### src/rtl/gpio_bank.sv
// gpio_bank: parametrised GPIO bank with per-pin direction,
// input synchroniser and edge-detect interrupts (W1C pending).
module gpio_bank #(
  parameter int unsigned      WIDTH       = 8,
  parameter int unsigned      SYNC_STAGES = 2,
  parameter int unsigned      EDGE_MODE   = 0,
  parameter logic [WIDTH-1:0] RST_OUT     = '0
) (
  input  logic             clk,
  input  logic             rst,
  input  logic             wen,
  input  logic [3:0]       waddr,
  input  logic [31:0]      wdata,
  input  logic             ren,
  input  logic [3:0]       raddr,
  output logic [31:0]      rdata,
  input  logic [WIDTH-1:0] phyin,
  output logic [WIDTH-1:0] phyout,
  output logic [WIDTH-1:0] phyoe,
  output logic             irq
);

  localparam logic [2:0] ARM_MAX = 3'(SYNC_STAGES + 1);

  logic [SYNC_STAGES-1:0][WIDTH-1:0] sync_q;
  logic [WIDTH-1:0] prev_q;
  logic [WIDTH-1:0] sync;
  logic [WIDTH-1:0] edge_w;

  logic [WIDTH-1:0] out_q, out_d;
  logic [WIDTH-1:0] dir_q, dir_d;
  logic [WIDTH-1:0] ien_q, ien_d;
  logic [WIDTH-1:0] pend_q, pend_d;
  logic [31:0]      rdata_q, rdata_d;
  logic [2:0]       arm_q, arm_d;

  logic [WIDTH-1:0] wval;
  logic [WIDTH-1:0] w1c;
  logic             armed;
  logic             unused_bits;

  assign sync  = sync_q[SYNC_STAGES-1];
  assign wval  = wdata[WIDTH-1:0];
  assign armed = (arm_q == ARM_MAX);

  assign unused_bits = ^{waddr[1:0], raddr[1:0], wdata};

  always_comb begin
    if (EDGE_MODE == 0)
      edge_w = sync & ~prev_q;
    else if (EDGE_MODE == 1)
      edge_w = ~sync & prev_q;
    else
      edge_w = sync ^ prev_q;
  end

  always_comb begin
    out_d = out_q;
    dir_d = dir_q;
    ien_d = ien_q;
    w1c   = '0;
    if (wen) begin
      unique case (waddr[3:2])
        2'd0: out_d = wval;
        2'd1: dir_d = wval;
        2'd2: ien_d = wval;
        2'd3: w1c   = wval;
        default: ;
      endcase
    end
    // an edge in the same cycle as a clear must win
    pend_d = (pend_q & ~w1c) | (armed ? edge_w : '0);
    arm_d  = armed ? arm_q : arm_q + 3'd1;
  end

  always_comb begin
    rdata_d = '0;
    if (ren) begin
      unique case (raddr[3:2])
        2'd0: rdata_d[WIDTH-1:0] = sync;
        2'd1: rdata_d[WIDTH-1:0] = dir_q;
        2'd2: rdata_d[WIDTH-1:0] = ien_q;
        2'd3: rdata_d[WIDTH-1:0] = pend_q;
        default: ;
      endcase
    end
  end

  always_ff @(posedge clk) begin
    if (rst) begin
      sync_q  <= '0;
      prev_q  <= '0;
      out_q   <= RST_OUT;
      dir_q   <= '0;
      ien_q   <= '0;
      pend_q  <= '0;
      rdata_q <= '0;
      arm_q   <= '0;
    end else begin
      sync_q  <= {sync_q[SYNC_STAGES-2:0], phyin};
      prev_q  <= sync;
      out_q   <= out_d;
      dir_q   <= dir_d;
      ien_q   <= ien_d;
      pend_q  <= pend_d;
      rdata_q <= rdata_d;
      arm_q   <= arm_d;
    end
  end

  assign rdata  = rdata_q;
  assign phyout = out_q;
  assign phyoe  = dir_q;
  assign irq    = |(pend_q & ien_q);

endmodule
### config.mk
export PLATFORM = sky130hd
export DESIGN_NAME = gpio_bank
export DESIGN_NICKNAME = d
export VERILOG_FILES = /design/src/rtl/gpio_bank.sv
export SDC_FILE = /design/constraint.sdc
export NUM_CORES = 1
export LEC_CHECK = 0
export ABC_AREA = 1
export CAP_MARGIN = 20
export CORE_UTILIZATION = 35
export CTS_BUF_LIST = sky130_fd_sc_hd__clkbuf_8
export DETAILED_ROUTE_END_ITERATION = 8
export PLACE_DENSITY = 0.63
export REMOVE_ABC_BUFFERS = 1
export SLEW_MARGIN = 20
export SYNTH_ARGS = -nofsm -noshare
export SYNTH_HDL_FRONTEND = slang
export SYNTH_SLANG_ARGS = --single-unit
### constraint.sdc
create_clock -name clk -period 2.1 [get_ports clk]
set_clock_uncertainty 0.15 [all_clocks]
set_input_delay 0.63 -clock clk [delete_from_list [all_inputs] [get_ports clk]]
set_output_delay 0.63 -clock clk [all_outputs]
set_load 0.02 [all_outputs]
## Word level (Yosys, flattened, before mapping)

Cells that the tools add are included.

- Eq/ne operators: 7
- Multiplexer cells: 4
- Add/subtract/negate cells: 1
- Bitwise gates (word level): 7
- Reductions and logical operators: 7

Operator list:

| operator | number |
|---|---|
| $pmux W8 S4 | 1 |
| $and A8 B8 Y8 | 3 |
| $mux W8 | 3 |
| $not A8 Y8 | 2 |
| $eq A2 B2 Y1 const B | 4 |
| $or A8 B8 Y8 | 1 |
| $reduce_or A8 Y1 | 1 |
| $reduce_and A2 Y1 | 3 |
| $eq A2 B1 Y1 const B | 2 |
| $logic_not A2 Y1 | 2 |
| $add A3 B1 Y3 const B | 1 |
| $eq A3 B2 Y1 const B | 1 |
| $reduce_or A2 Y1 | 1 |
| $not A1 Y1 | 1 |

- Register bits: 91
- Word-level logic and storage cells: 36
- Output and inout bits: 49
- Bits of input ports: 52

## Logic depth before layout (Yosys ltp)

Gate-level depths: netlist of run 1.

- Word-level depth: 6
- Depth in mapped cells: 7
- Gate-level depth less buffers: 6

## Worst setup path before layout of run 1

Ideal clock, no wire load.

- Kind: in2reg
- Start point: in waddr[3]
- End point: reg dir_q[0], in the netlist phyoe[0]
- Slack: 0.658 ns
- Path buffers: 1
- Stages: 5
- Library setup time: 0.116 ns
- Arrival: 1.176 ns
- Path through: buf_4 > inv_2 > nand3_4 > o21ai_0 > nor2_1

- Word-level cells in the longest chain between the ends: 2

RTL lines:

| item | RTL line | RTL |
|---|---|---|
| from (decl) | 12 | `input logic [3:0] waddr,` |
| $eq A2 B1 Y1 | 63 | `unique case (waddr[3:2])` |
| $reduce_and A2 Y1 (no source line) | - |  |
| to (signal assigned) | 103 | `dir_q <= dir_d;` |
| to (decl) | 31 | `logic [WIDTH-1:0] dir_q, dir_d;` |

Every way passes these cells.
A chain may end at the register's enable or synchronous reset.

## Worst setup path in the final report of run 1

- Start point: reg out_q[6], in the netlist phyout[6]
- End point: out phyout[6]

RTL lines:

| item | RTL line | RTL |
|---|---|---|
| from (decl) | 30 | `logic [WIDTH-1:0] out_q, out_d;` |
| from (signal assigned) | 102 | `out_q <= out_d;` |
| to (decl) | 18 | `output logic [WIDTH-1:0] phyout,` |

No word-level cell between the ends.

==> results summary, run 1 <==
TritonCTS built the clock tree. The power density relative to cell area is 806 nW/um^2. The post-detailed-route count of antenna-violating nets came out at 0.

The launch instance of the worst register-to-register path is arm_q[0]. The count of pins over their slew limit is 0. The source-to-sink clock delay at the later pin of the worst-skew pair came out at 340 ps. The number of nets in the final layout is 475. The first-pass GRT wire length is 9640 um. The number of cell instances on the worst register-to-register path came out at 5.

The number of instances in the synthesized netlist came out at roughly 370. The tree is rooted in a sky130_fd_sc_hd__clkbuf_8. The clock edge transition at the registers on the reported setup and hold paths came out at 70 ps. The terminus of the critical flop-to-flop path is arm_q[2].

The count of final hold-check violations came out at 0. The HPWL after detailed placement is 4330 um. Of the available clock period, the critical path in the final layout requires 0.981. OpenSTA, run right after detailed placement, puts the worst setup slack at 63.2 ps. The start point of the critical path is phyout[6]. The total routing usage reported by global routing came out at 0.146. The number of CTS-inserted buffers came out at 9. The max capacitance violation total came out at 0.

The flow ran to the end, and the final reports show no timing, DRC or antenna violations. The number of violations reported at the end of detailed-routing iteration 0 came out at 101. After synthesis the cells add up to approximately 2800 sq um. For this run, the number of Yosys warnings is 0. The reg-to-reg setup timing slack came out at 590 ps.

For hold timing, the worst endpoint is sync[1]. STA classifies the critical path startpoint as a flop. Dividing the detail-routed via count by the number of cells gives 4.32. The number of global-route vias before repair is between 2000 and 2500. The maximum number of pins on one net before global-route repair came out at 27. The start-to-end type of the worst setup path is flop to output pin.

After detailed routing, the number of remaining DRC violations is 0. For this design, the slowest cell found on the critical path is sky130_fd_sc_hd__clkdlybuf4s50_1. The die covers 8380 sq um. The synthesized area per cell is 7.62 sq um. The critical path capture point type is an output pin. Setup repair after global routing left no endpoint under its margin.

Along the worst path, the maximum fanout reaches 2. The count of buffer and inverter cells on the critical path is 1. The class of the tightest hold or removal check is flop to flop. From synthesis to final layout, the design area changed by 24.7%. For this run, the slowest stage of the critical path takes roughly 610 ps. The final setup violation count came out at 0. The initial standard-cell utilization of the core came out at 0.363. The total stage count of the critical path came out at 1. The core region area came out at 7730 sq um. For this run, the register share of the synthesized area comes to 0.478. The overall via count from detail_route is 2281. Counting distinct cell types in the post-synthesis netlist gives 25. The static leakage is between 1.5 and 2 nW. The total overflow reported by the global router is 0. The count of buffers added on input and output ports is 48. The clock passes through at most 2 buffers. The H-tree depth reported by CTS came out at 3.

The number of inserted diodes is 0. The worst hold path begins at sync_q[1]. The die extent in y came out at 91.5 um. The number of clock sinks seen by CTS came out at 67. The share of post-route cells with drive strength above 1 came out at 0.0939.

The signal on the critical path passes through clkdlybuf4s50_1. The share of the core filled with cells came out at 0.453. The final worst setup slack is 39.4 ps.

The initial antenna violation count is 0. The row count is 32. For the final routed database, the setup TNS stands at 0 ps. Among cell families on the critical path, the largest total delay comes from buffers and inverters. From left edge to right edge, the die measures roughly 92 um. The largest vdd supply drop is about 0.33 mV. The iteration count of the initial detailed-routing pass is 4. The post-route minimum period is 2060 ps. The data arrival at the endpoint of the critical path is 1280 ps.

The final worst hold slack is 254 ps. The global placement routability congestion came out at ~0.82. The total power draw came out at around 2.8 mW. The required time of the critical path came out at ~1300 ps. The number of buffers inserted for hold repair after clock tree synthesis is 0.

The average routed wire per standard cell came out at approximately 11 um. The number of primary I/O pins is 101. The number of register bits inferred by synthesis is 67.

Timing would allow up to 485 MHz. The final wirelength came out at 5690 um. The worst hold path was traced through 2 stages.
-- worst max-delay path by stage --
stage               slack, ps        end
floorplan                 680        irq
global placement          110   rdata[2]
global route                1  phyout[6]
finish                     40  phyout[6]
detailed placement         60   rdata[7]
CTS                         9  phyout[6]
-- synthesized netlist by cell type --
library cell / instances / area, sq um
sky130_fd_sc_hd__a21oi_1: 10 / 50.1
sky130_fd_sc_hd__o21ai_0: 23 / 115
sky130_fd_sc_hd__o21ai_1: 11 / 55.1
sky130_fd_sc_hd__nor2_1: 100 / 375
sky130_fd_sc_hd__buf_4: 26 / 195
sky130_fd_sc_hd__nand2_4: 1 / 11.3
sky130_fd_sc_hd__inv_1: 27 / 101
sky130_fd_sc_hd__conb_1: 1 / 3.75
sky130_fd_sc_hd__clkinv_8: 1 / 16.3
sky130_fd_sc_hd__xor2_1: 1 / 8.76
sky130_fd_sc_hd__inv_2: 5 / 18.8
sky130_fd_sc_hd__ha_1: 2 / 25.0
sky130_fd_sc_hd__dfxtp_1: 67 / 1340
sky130_fd_sc_hd__nand4_1: 8 / 50.1
sky130_fd_sc_hd__nor2_2: 1 / 6.26
sky130_fd_sc_hd__nand2_1: 58 / 218
sky130_fd_sc_hd__nand3_4: 3 / 52.6
sky130_fd_sc_hd__buf_6: 4 / 45.0
sky130_fd_sc_hd__buf_2: 4 / 20.0
sky130_fd_sc_hd__nor2_4: 1 / 11.3
sky130_fd_sc_hd__clkbuf_4: 2 / 15.0
sky130_fd_sc_hd__nand3_1: 8 / 40.0
sky130_fd_sc_hd__o21a_1: 1 / 7.51
sky130_fd_sc_hd__clkinv_4: 2 / 17.5
sky130_fd_sc_hd__clkinv_2: 1 / 5.00
-- routing by layer --
metal,up-vias,share of wire,GRT usage
li1,1202,-,-
met1,1025,0.46,0.181
met2,50,0.49,0.242
met3,4,0.048,0.0402
met4,0,0.0084,0.0503
met5,-,0,0
-- logic make-up (layout without fill, tap and decap cells) --
group | Yosys count | in the layout | synth area share
simple gates | 180 | 180 | 0.273
buf+inv | 72 | 107 | 0.155
flops | 67 | 67 | 0.478
compound gates | 45 | 45 | 0.0812
fa+ha+maj | 2 | 2 | 0.00892
other cells | 1 | 24 | 0.00134
xor+xnor | 1 | 1 | 0.00312
-- registers in the layout, indices dropped and copies added, names as in the netlist --
register  count
phyoe         8
rdata         8
phyout        8
sync          8
ien_q         8
pend_q        8
arm_q         3
prev_q        8
sync_q        8
-- placed cells by master, fill, tap and decap left out, drive strengths merged --
cell	Yosys	layout
nor2	102	102
dfxtp	67	67
nand2	59	59
clkdlybuf4s50	0	36
o21ai	34	34
inv	32	33
conb	1	24
nand3	11	11
a21oi	10	10
clkbuf	2	9
nand4	8	8
dlygate4sd2	0	8
buf	34	8
clkinv	4	7
dlymetal6s2s	0	3
ha	2	2
clkinvlp	0	2
o21a	1	1
xor2	1	1
bufinv	0	1
-- where the power goes --
| group | internal [mW] | leakage [nW] | switching [mW] |
|---|---|---|---|
| Sequential | 1.34 | 0.548 | 0.0376 |
| Clock | 0.553 | 0.0958 | 0.510 |
| Combinational | 0.150 | 0.937 | 0.229 |
| Total | 2.04 | 1.58 | 0.777 |
-- stage by stage --
step | instances | cell area, sq um
2_1_floorplan | 355 | 2620
3_3_place_gp | 512 | 3300
3_5_place_dp | 512 | 3300
4_1_cts | 528 | 3490
5_1_grt | 528 | 3500
6_report | 528 | 3500
-- timing repair --
action                     CTS  global route
gates resized for setup     11             5
setup endpoints to repair    9             4
setup buffers                0             0
-- layout make-up --
class | count | area (sq um)
fillers | 801 | 4230
flip-flops and latches | 67 | 1340
multi-input cells | 252 | 1120
repair buffers | 55 | 551
inverters | 36 | 159
well taps | 102 | 128
clock buffers | 9 | 124
clock inverters | 7 | 76.3
-- worst register-to-register path, cell delays in order (launching register included) --
cell	delay, ps
sky130_fd_sc_hd__dfxtp_1	350
sky130_fd_sc_hd__ha_1	160
sky130_fd_sc_hd__ha_1	320
sky130_fd_sc_hd__inv_1	180
sky130_fd_sc_hd__o21ai_0	190
sky130_fd_sc_hd__a21oi_1	60
No activity file was read; power rests on OpenSTA's default activity.
==> inputs of run 2 (changes only) <==
--- a/config.mk
+++ b/config.mk
@@ -12,6 +12,7 @@
 export DETAILED_ROUTE_END_ITERATION = 8
 export PLACE_DENSITY = 0.63
 export REMOVE_ABC_BUFFERS = 1
+export SETUP_SLACK_MARGIN = 0.1
 export SLEW_MARGIN = 20
 export SYNTH_ARGS = -nofsm -noshare
 export SYNTH_HDL_FRONTEND = slang
==> constraint.sdc (replaced) <==
create_clock -name clk -period 2.1 [get_ports clk]
set_clock_uncertainty 0.15 [all_clocks]
set_input_delay 0.63 -clock clk [delete_from_list [all_inputs] [get_ports clk]]
set_output_delay 0.63 -clock clk [all_outputs]
set_load 0.1 [all_outputs]
==> run 2 against run 1 <==
  * Clock-buffer cell count did not move
  * Flip-flop and latch count did not move
  * Total power rose by 17%
  * Clock power rose by 13%
  * Global-route usage rose by 0.32 points
==> results summary, run 2 (synthesis gave the netlist of run 1 again) <==
The final wirelength came out at 5710 um. The iteration count of the initial detailed-routing pass is 4. The global routing usage on met3 came out at 0.0343. The number of buffers inserted for hold repair after clock tree synthesis came out at 0. The final instance count without filler cells is 530. At the worst endpoint, the required time is 1320 ps. The most numerous cell type found on the critical path is sky130_fd_sc_hd__nand2_1. The area enclosed by the die boundary came out at 8380 sq um.

The total routing usage reported by global routing came out at 0.149. The count of final hold-check violations is 0. For hold timing, the worst endpoint is sync[2]. The total power draw came out at between 3 and 4 mW. The max capacitance violation total is 0.

The met2 routing resource usage after global routing is 0.249. In the post-route analysis, the smallest setup slack over all paths is about 120 ps. The library cell used most frequently in the layout, excluding fill and tap cells, is sky130_fd_sc_hd__nor2_1. The core region area came out at 7730 sq um. The maximum number of pins on one net before global-route repair is 27. The repair_antennas step left the layout with diodes totalling 0. The worst register-to-register path ends at pend_q[3]. The number of cell instances on the worst register-to-register path is 6. Dividing total power by cell area gives a power density of 864 nW/um^2.

The post-detailed-route count of antenna-violating nets is 0. The number of filler cells placed in the layout is 748. The TritonCTS clock tree is yes. By startpoint and endpoint, the worst setup path is classified as flop to output pin.

The layer flagged by global routing as most heavily used is met2. The source-to-sink clock delay at the later pin of the worst-skew pair is approximately 350 ps. The number of CTS-inserted buffers came out at 9. The number of port buffers came out at 48. The post-route minimum period came out at 1980 ps. Compared with the post-synthesis result, the final layout area differs by 36.0%. The initial standard-cell utilization of the core came out at 0.363. The total instance count after detailed placement is 512. Timing would allow up to 505 MHz. The average routed wire per standard cell came out at roughly 11 um.

The first-pass GRT wire length came out at 9690 um. The count of pins over their slew limit came out at 0. The period utilization came out at 0.942. The share of post-route cells with drive strength above 1 came out at 0.178. During I/O placement, the number of pins put on the boundary was 101. The final setup violation count came out at 0. The critical-path maximum fanout came out at 3. The H-tree depth reported by CTS came out at 3. The data arrival at the endpoint of the critical path is 1200 ps. Leaving out fill and tap cells, the most frequent cells in the layout are 99 x sky130_fd_sc_hd__nor2_1, 61 x sky130_fd_sc_hd__dfxtp_1, 56 x sky130_fd_sc_hd__nand2_1.

The final worst hold slack came out at 253 ps. The setup total negative slack is 0 ps. The startpoint identified for the worst hold timing path is sync_q[2]. The launch instance of the worst register-to-register path is arm_q[0]. The via count normalized by instance count is 4.32. On the critical path, the stage with the largest delay is an instance of sky130_fd_sc_hd__dfxtp_1. Summed over all nets, the half-perimeter wirelength after detailed placement is roughly 4200 um. Setup repair after global routing could not meet its margin everywhere.

The largest vdd supply drop came out at approximately 0.40 mV. The overall via count from detail_route is 2288. The congestion estimate from routability-driven global placement came to 0.807. Walking the worst path, the cells encountered are nand2_1 > nand2_1 > a21oi_2 > nand2_2 > buf_12. The run finished with clean final reports.

In this design, the stage delay of the slowest critical-path cell is 330 ps. The number of violations reported at the end of detailed-routing iteration 0 is 106. Before CTS, the worst setup slack after placement is 82.1 ps. The initial antenna violation count came to 0. The residual DRC count came out at 0.

The total overflow reported by the global router is 0. The die extent in y is 91.5 um. The library cell used as clock root buffer is sky130_fd_sc_hd__clkbuf_8. The type of element launching the critical path is a flop. Across all register-to-register paths, the minimum setup slack is about 510 ps. In this run the worst hold path is classified as flop to flop. The number of cells traversed by the worst hold path came out at 2. The met1 track demand over resource in global routing is 0.177. The clock edge transition at the registers on the reported setup and hold paths came out at 70 ps.

The worst setup path is captured at an output pin. The number of nets in the final layout is 477. The number of global-route vias before repair came to 2133. The buffer levels on the longest clock path is 2. The die is approximately 92 um wide.

For this design the static power due to leakage is 1.66 nW. The number of clock sinks seen by CTS came out at 67. The row count is 32.
## run 2: stage by stage
step,utilization,area (sq um)
2_1_floorplan,-,2620
3_3_place_gp,0.460,3550
3_5_place_dp,0.460,3550
4_1_cts,0.492,3800
5_1_grt,0.494,3810
6_report,0.494,3810
## run 2: report_power, final
group / switching (mW) / internal, mW
Clock: 0.520 / 0.678
Combinational: 0.506 / 0.202
Sequential: 0.0507 / 1.34
## run 2: area by class of cell
type	instances	area, sq um	area share
flip-flops and latches	67	1350	0.354
multi-input cells	252	1130	0.297
clock buffers	9	124	0.0325
clock inverters	7	100	0.0262
well taps	102	128	0.0335
inverters	36	159	0.0417
repair buffers	57	823	0.216
## run 2: worst max path at each step
stage | endpoint | cells past startpoint | from
2_1_floorplan | irq | 4 | pend_q[4]
3_3_place_gp | rdata[2] | 7 | raddr[2]
3_5_place_dp | rdata[6] | 5 | rst
4_1_cts | irq | 5 | ien_q[6]
5_1_grt | irq | 5 | pend_q[3]
6_report | irq | 5 | pend_q[3]
## run 2: critical path: cells and delay by family (launching register included)
family,cells,cell delay [ps]
AO/OA/AOI/OAI,1,140
buffers and inverters,1,170
flip-flops,1,330
AND/OR/NAND/NOR,3,220
## run 2: metal layers
metal | wire [um] | up-vias | share of wire
li1 | - | 1208 | -
met1 | 2470 | 998 | 0.43
met2 | 2800 | 72 | 0.49
met3 | 323 | 10 | 0.057
met4 | 114 | 0 | 0.020
met5 | 0 | - | 0
## run 2: repair_timing
item / 4_1_cts / 5_1_grt
setup buffers: 2 / 0
endpoints found under the setup margin: 1 / 1
hold endpoints to repair: 0 / 0
resized for setup: 6 / 5
pin swaps: 2 / 1
